--- config.mk ---
export PLATFORM = sky130hd
export DESIGN_NAME = store_proc
export DESIGN_NICKNAME = d
export VERILOG_FILES = /design/src/rtl/store_proc_pkg.sv /design/src/rtl/store_proc_lane_align.sv /design/src/rtl/store_proc.sv
export SDC_FILE = /design/constraint.sdc
export NUM_CORES = 1
export LEC_CHECK = 0
export CORE_ASPECT_RATIO = 0.75
export CORE_MARGIN = 2
export CORE_UTILIZATION = 47
export CTS_BUF_LIST = sky130_fd_sc_hd__clkbuf_4
export CTS_CLUSTER_SIZE = 14
export DETAILED_ROUTE_END_ITERATION = 8
export MAX_ROUTING_LAYER = met4
export PLACE_DENSITY = 0.79
export SLEW_MARGIN = 20
export SYNTH_ARGS = -nofsm -noshare
export SYNTH_HDL_FRONTEND = slang
export SYNTH_SLANG_ARGS = --single-unit
--- constraint.sdc ---
create_clock -name clk -period 4.6 [get_ports clk]
set_clock_uncertainty 0.15 [all_clocks]
set_input_delay 0.92 -clock clk [delete_from_list [all_inputs] [get_ports clk]]
set_output_delay 0.92 -clock clk [all_outputs]
set_load 0.01 [all_outputs]
--- src/rtl/store_proc_pkg.sv ---
//------------------------------------------------------------------------------
// store_proc_pkg
//   Opcode/funct3 encodings, store size masks and FSM states for store_proc.
//   Revision: 1.0
//------------------------------------------------------------------------------
`default_nettype none

package store_proc_pkg;

    localparam logic [6:0] OPC_STORE = 7'b0100011;
    localparam logic [6:0] OPC_LOAD  = 7'b0000011;

    localparam logic [2:0] FNC_SB = 3'b000;
    localparam logic [2:0] FNC_SH = 3'b001;
    localparam logic [2:0] FNC_SW = 3'b010;

    localparam logic [7:0] SMASK_B = 8'h01;
    localparam logic [7:0] SMASK_H = 8'h03;
    localparam logic [7:0] SMASK_W = 8'h0F;

    typedef enum logic [1:0] {
        ST_IDLE = 2'd0,
        ST_LO   = 2'd1,
        ST_HI   = 2'd2
    } state_e;

endpackage

`default_nettype wire

--- src/rtl/store_proc_lane_align.sv ---
//------------------------------------------------------------------------------
// store_lane_align
//   Combinational byte-lane alignment of a store into a two-word window.
//   Revision: 1.0
//------------------------------------------------------------------------------
`default_nettype none

module store_lane_align
    import store_proc_pkg::*;
(
    input  logic [2:0]  funct3_i,
    input  logic [1:0]  off_i,
    input  logic [31:0] store_data_i,
    output logic [7:0]  m8_o,
    output logic [63:0] d64_o,
    output logic        split_o,
    output logic        f3_ok_o
);

    logic [7:0]  w_size_mask;
    logic [31:0] w_data_masked;

    always_comb begin
        w_size_mask = 8'h00;
        f3_ok_o     = 1'b1;
        case (funct3_i)
            FNC_SB:  w_size_mask = SMASK_B;
            FNC_SH:  w_size_mask = SMASK_H;
            FNC_SW:  w_size_mask = SMASK_W;
            default: f3_ok_o     = 1'b0;
        endcase
    end

    // Bytes beyond the access size are forced to zero so disabled lanes carry 0.
    for (genvar i = 0; i < 4; i++) begin : g_lane
        assign w_data_masked[8*i +: 8] = w_size_mask[i] ? store_data_i[8*i +: 8] : 8'h00;
    end

    assign m8_o    = w_size_mask << off_i;
    assign d64_o   = {32'h0, w_data_masked} << {off_i, 3'b000};
    assign split_o = |m8_o[7:4];

endmodule

`default_nettype wire

--- src/rtl/store_proc.sv ---
//------------------------------------------------------------------------------
// store_proc
//   Converts store requests into word-aligned write beats, splitting stores
//   that cross a word boundary into a low and a high beat.
//   Revision: 1.0
//------------------------------------------------------------------------------
`default_nettype none

module store_proc
    import store_proc_pkg::*;
#(
    parameter bit SPLIT_EN = 1'b1,
    parameter int ADDR_W   = 32
) (
    input  logic              clk,
    input  logic              rst,
    input  logic              req_valid,
    output logic              req_ready,
    input  logic [6:0]        opcode,
    input  logic [2:0]        funct3,
    input  logic [ADDR_W-1:0] address,
    input  logic [31:0]       store_data,
    output logic              mem_valid,
    input  logic              mem_ready,
    output logic [ADDR_W-1:0] mem_addr,
    output logic [31:0]       mem_wdata,
    output logic [3:0]        mem_we,
    output logic              store_err,
    output logic              busy
);

    state_e              state_q;
    logic                mem_valid_q;
    logic [ADDR_W-1:0]   mem_addr_q;
    logic [31:0]         mem_wdata_q;
    logic [3:0]          mem_we_q;
    logic                store_err_q;
    logic                busy_q;
    logic                split_q;
    logic [ADDR_W-1:0]   hi_addr_q;
    logic [31:0]         hi_wdata_q;
    logic [3:0]          hi_we_q;

    logic [7:0]          w_m8;
    logic [63:0]         w_d64;
    logic                w_split;
    logic                w_f3_ok;
    logic [ADDR_W-1:0]   w_lo_addr;

    store_lane_align u_align (
        .funct3_i     (funct3),
        .off_i        (address[1:0]),
        .store_data_i (store_data),
        .m8_o         (w_m8),
        .d64_o        (w_d64),
        .split_o      (w_split),
        .f3_ok_o      (w_f3_ok)
    );

    assign w_lo_addr = {address[ADDR_W-1:2], 2'b00};

    always_ff @(posedge clk or posedge rst) begin
        if (rst) begin
            state_q     <= ST_IDLE;
            mem_valid_q <= 1'b0;
            mem_addr_q  <= '0;
            mem_wdata_q <= '0;
            mem_we_q    <= '0;
            store_err_q <= 1'b0;
            busy_q      <= 1'b0;
            split_q     <= 1'b0;
            hi_addr_q   <= '0;
            hi_wdata_q  <= '0;
            hi_we_q     <= '0;
        end else begin
            store_err_q <= 1'b0;
            case (state_q)
                ST_IDLE: begin
                    // Non-store opcodes are consumed silently.
                    if (req_valid && (opcode == OPC_STORE)) begin
                        if (!w_f3_ok || (w_split && !SPLIT_EN)) begin
                            store_err_q <= 1'b1;
                        end else begin
                            state_q     <= ST_LO;
                            busy_q      <= 1'b1;
                            mem_valid_q <= 1'b1;
                            mem_addr_q  <= w_lo_addr;
                            mem_wdata_q <= w_d64[31:0];
                            mem_we_q    <= w_m8[3:0];
                            split_q     <= w_split;
                            hi_addr_q   <= w_lo_addr + ADDR_W'(4);
                            hi_wdata_q  <= w_d64[63:32];
                            hi_we_q     <= w_m8[7:4];
                        end
                    end
                end
                ST_LO: begin
                    if (mem_ready) begin
                        if (split_q) begin
                            state_q     <= ST_HI;
                            mem_addr_q  <= hi_addr_q;
                            mem_wdata_q <= hi_wdata_q;
                            mem_we_q    <= hi_we_q;
                        end else begin
                            state_q     <= ST_IDLE;
                            busy_q      <= 1'b0;
                            mem_valid_q <= 1'b0;
                            mem_we_q    <= '0;
                        end
                    end
                end
                ST_HI: begin
                    if (mem_ready) begin
                        state_q     <= ST_IDLE;
                        busy_q      <= 1'b0;
                        mem_valid_q <= 1'b0;
                        mem_we_q    <= '0;
                    end
                end
                default: begin
                    state_q     <= ST_IDLE;
                    busy_q      <= 1'b0;
                    mem_valid_q <= 1'b0;
                    mem_we_q    <= '0;
                end
            endcase
        end
    end

    assign req_ready = !busy_q;
    assign mem_valid = mem_valid_q;
    assign mem_addr  = mem_addr_q;
    assign mem_wdata = mem_wdata_q;
    assign mem_we    = mem_we_q;
    assign store_err = store_err_q;
    assign busy      = busy_q;

endmodule

`default_nettype wire

==> summary.txt <==
STA
  • Final clock period utilization by the worst path: 62.8%
  • WHS: 0.341 ns
  • Setup violation total in the final timing report: 0
  • Highest attainable clock frequency: 346 MHz
  • Slew at the pin closest to its max-slew limit: 1.03 ns
  • Post-route minimum period: 2.89 ns
  • Setup total negative slack: 0 ns
  • Setup repair after global routing missed its margin: no
  • Count of final max-slew check failures: 0
  • Worst slew margin relative to its limit: 31.2%
  • Count of endpoints failing hold in the final timing report: 0

Clocking
  • TritonCTS Sinks: 128
  • Clk_lat worst skew: 0.52 ns
  • TritonCTS clock tree: done
  • Total of cells resized after clock tree synthesis: 0
  • Setup fix buffers added after clock tree synthesis: 0
  • Root Driver: clkbuf_4
  • Hold-fix buffers at CTS: 0
  • Total number of H-tree levels: 4
  • Clock slew at reported path FFs: 0.11 ns
  • Clk buf depth: 2
  • Total CTS buffers: 17

Routing
  • Via total after detailed routing: 5,747
  • Vias per std cell: 5.88
  • Total detailed-routing wirelength: 18,500 microns
  • Number of optimization iterations in the first detailed-route pass: 5
  • Wirelength per Cell: 19.0 microns
  • Detailed route wirelength on metal2: 8190 microns
  • Post-route DRC violation count: 0
  • Length of routed met3 wiring: 1640 microns
  • Post-route antenna net violation count: 0
  • Routed length on met1: 8520 microns
  • Uppermost layer routed: met4
  • DRC violation total after the first TritonRoute iteration: 498

Synthesis
  • Synth Cell Area: 6420 sq um
  • Number of synthesized register bits: 128
  • Post-synth EDFFs: 0
  • Total number of yosys warnings: 0
  • Synthesized area divided by synthesized cell count: 9.66 sq um
  • Post-synth top area cell: dfrtp_1
  • Sequential-to-total area share from yosys stat: 49.9%
  • Syn Inst Count: 665
  • Top-area cell type share of the netlist area: 49.9%
  • Count of different cell masters after synthesis: 48
  • Top cells by area, synth: dfrtp_1 (50%), nand2_1 (7.0%), mux2i_1 (5.9%), o21ai_0 (5.6%), o21ai_1 (3.4%)
  • Async set-reset flop share out of synthesis: 100%
  • Prevailing post-synth register cell: dfrtp_1

Global routing
  • Global-route wire length before repair: 30,100 microns
  • Grt ovf: 0
  • Number of antenna violations at the first check in global routing: 0
  • Vias in the first global route: 5,669
  • Maximum number of pins on one net before global-route repair: 107
  • Total GRT Usage: 26.4%

Placed design
  • Placed wire-length estimate after detailed placement: 13,200 microns
  • Placer congestion estimate: 1.01
  • Buffers added on ports: 147

Final layout
  • Area growth from synthesis to layout: 28.6%
  • ANT cells: 0
  • Leading cell types in the layout, fill and taps excluded: clkdlybuf4s50_1 (147), dfrtp_1 (128), nand2_1 (119), o21ai_0 (72), o21ai_1 (43)
  • Final layout net count: 872
  • Most common cell after layout, fill and taps aside: clkdlybuf4s50_1
  • Number of fill cells: 1,083
  • Ratio of cells with drive above 1 in the final layout: 6.70%

Run status
  • Run status: completed

Pwr
  • Power Density: 275 nW/um^2
  • Leakage power summed over all cells: 3.69 nW
  • Largest voltage drop on the vdd net: 0.129 mV

Floorplan
  • Die height: 105 microns
  • Count of standard-cell rows: 36
  • Total die area: 14,600 sq um
  • Number of top-level pins: 150
  • Placeable Area: 13,200 sq um
  • X dimension of the die: 139 microns
  • Starting density of the core: 48.8%

Setup path
  • Kind of capture point of the worst setup path: flop
  • Biggest fanout along the worst timing path: 106
  • Signal arrival time at the worst endpoint: 3.14 ns
  • Crit Path Category: in -> reg
  • Startpoint of the most critical register-to-register path: state_q[0]$_DFFE_PP0P_
  • Worst Setup Start Kind: input pin
  • Critical path launch point: funct3[1]
  • WP data required: 4.85 ns

Worst hold path
  • Hold Path Origin: hi_addr_q[22]$_DFFE_PP0P_
  • Type of the most critical hold path: reg -> reg

Flow run
  • Max-cap violation count: 0
[path summary, 6_finish.rpt]
kind,slack [ns],end,cells past startpoint
max in group asynchronous,2.71,mem_addr[31]$_DFFE_PP0P_,3
max,1.71,mem_wdata[27]$_DFFE_PP0P_,5
max reg2reg,1.92,mem_addr[12]$_DFFE_PP0P_,4
min in group asynchronous,0.73,mem_wdata[18]$_DFFE_PP0P_,2
min reg2reg,0.34,hi_addr_q[22]$_DFFE_PP0P_,2
min,0.34,hi_addr_q[22]$_DFFE_PP0P_,2
[flip-flops by register name, indices dropped and copies added (netlist names)]
register and count:
mem_wdata 32, hi_addr_q 30, mem_addr 30, hi_wdata_q 24
mem_we 4, hi_we_q 3, state_q 2, busy 1
split_q 1, store_err 1
[power by group]
part,total [mW],leakage [nW],switching [mW],internal (mW)
clock,0.793,0.137,0.465,0.327
sequential,1.18,1.78,0.0198,1.16
combinational,0.305,1.78,0.156,0.148
total,2.27,3.69,0.641,1.63
[logic make-up (layout without fill, tap and decap cells)]
logic type	count (synthesis)	count (layout)	share of synthesized area [%]
AOI/OAI and AO/OA	208	208	20.7
and+or+nand+nor	207	207	15.3
DFF	128	128	49.9
buffers and inverters	53	193	4.03
muxes	38	38	5.92
xor gates and xnor gates	29	29	3.95
adders and majority gates	1	1	0.195
other	1	2	0.0584
[worst max-delay path, cell delays in order]
cell,delay [ns]
clkdlybuf4s50_1,0.62
a2111oi_4,0.60
nand3_4,0.11
and2_4,0.43
a22o_1,0.37
[synthesized netlist by cell type, drive strengths merged, types with 2 or more instances]
cell,n
and2,2
nor2b,2
nand2,119
o31ai,2
nor3b,2
nor4,3
dfrtp,128
nand2b,2
mux2i,38
a32o,3
a22oi,22
clkbuf,28
xor2,24
xnor2,5
nor3,3
a221o,5
o22ai,3
nand4,12
a32oi,10
o21ai,115
a2bb2oi,8
and4bb,2
o21a,2
a21o,7
buf,21
inv,4
a22o,16
and3,9
a21oi,11
nand3,21
nor2,26
and4,3
[cell type report]
cell class              count  area, sq um  share of cell area, %
clock buffers              17          128                   1.55
clock inverters            15          163                   1.97
inverters                   4         17.5                  0.212
well taps                 171          214                   2.59
multi-input cells         485         2980                   36.0
flip-flops and latches    128         3200                   38.8
repair buffers            157         1560                   18.9
[per-layer routing]
layer  track usage, %  up-vias
met5                -        -
met4             6.49        0
met3             6.91       26
met2             37.8      284
met1             37.8     2787
li1                 -     2650
[per-stage QoR]
stage	instances	setup slack [ns]	utilization [%]	total power, mW	instance area (sq um)
global route	977	1.58	62.8	2.37	8260
global placement	945	1.20	60.5	1.49	7960
finish	977	1.71	62.8	2.27	8260
detailed placement	945	1.10	60.5	1.50	7960
floorplan	666	0.117	-	1.33	6430
CTS	977	1.67	62.7	2.28	8250
No activity file was read; power rests on OpenSTA's default activity.
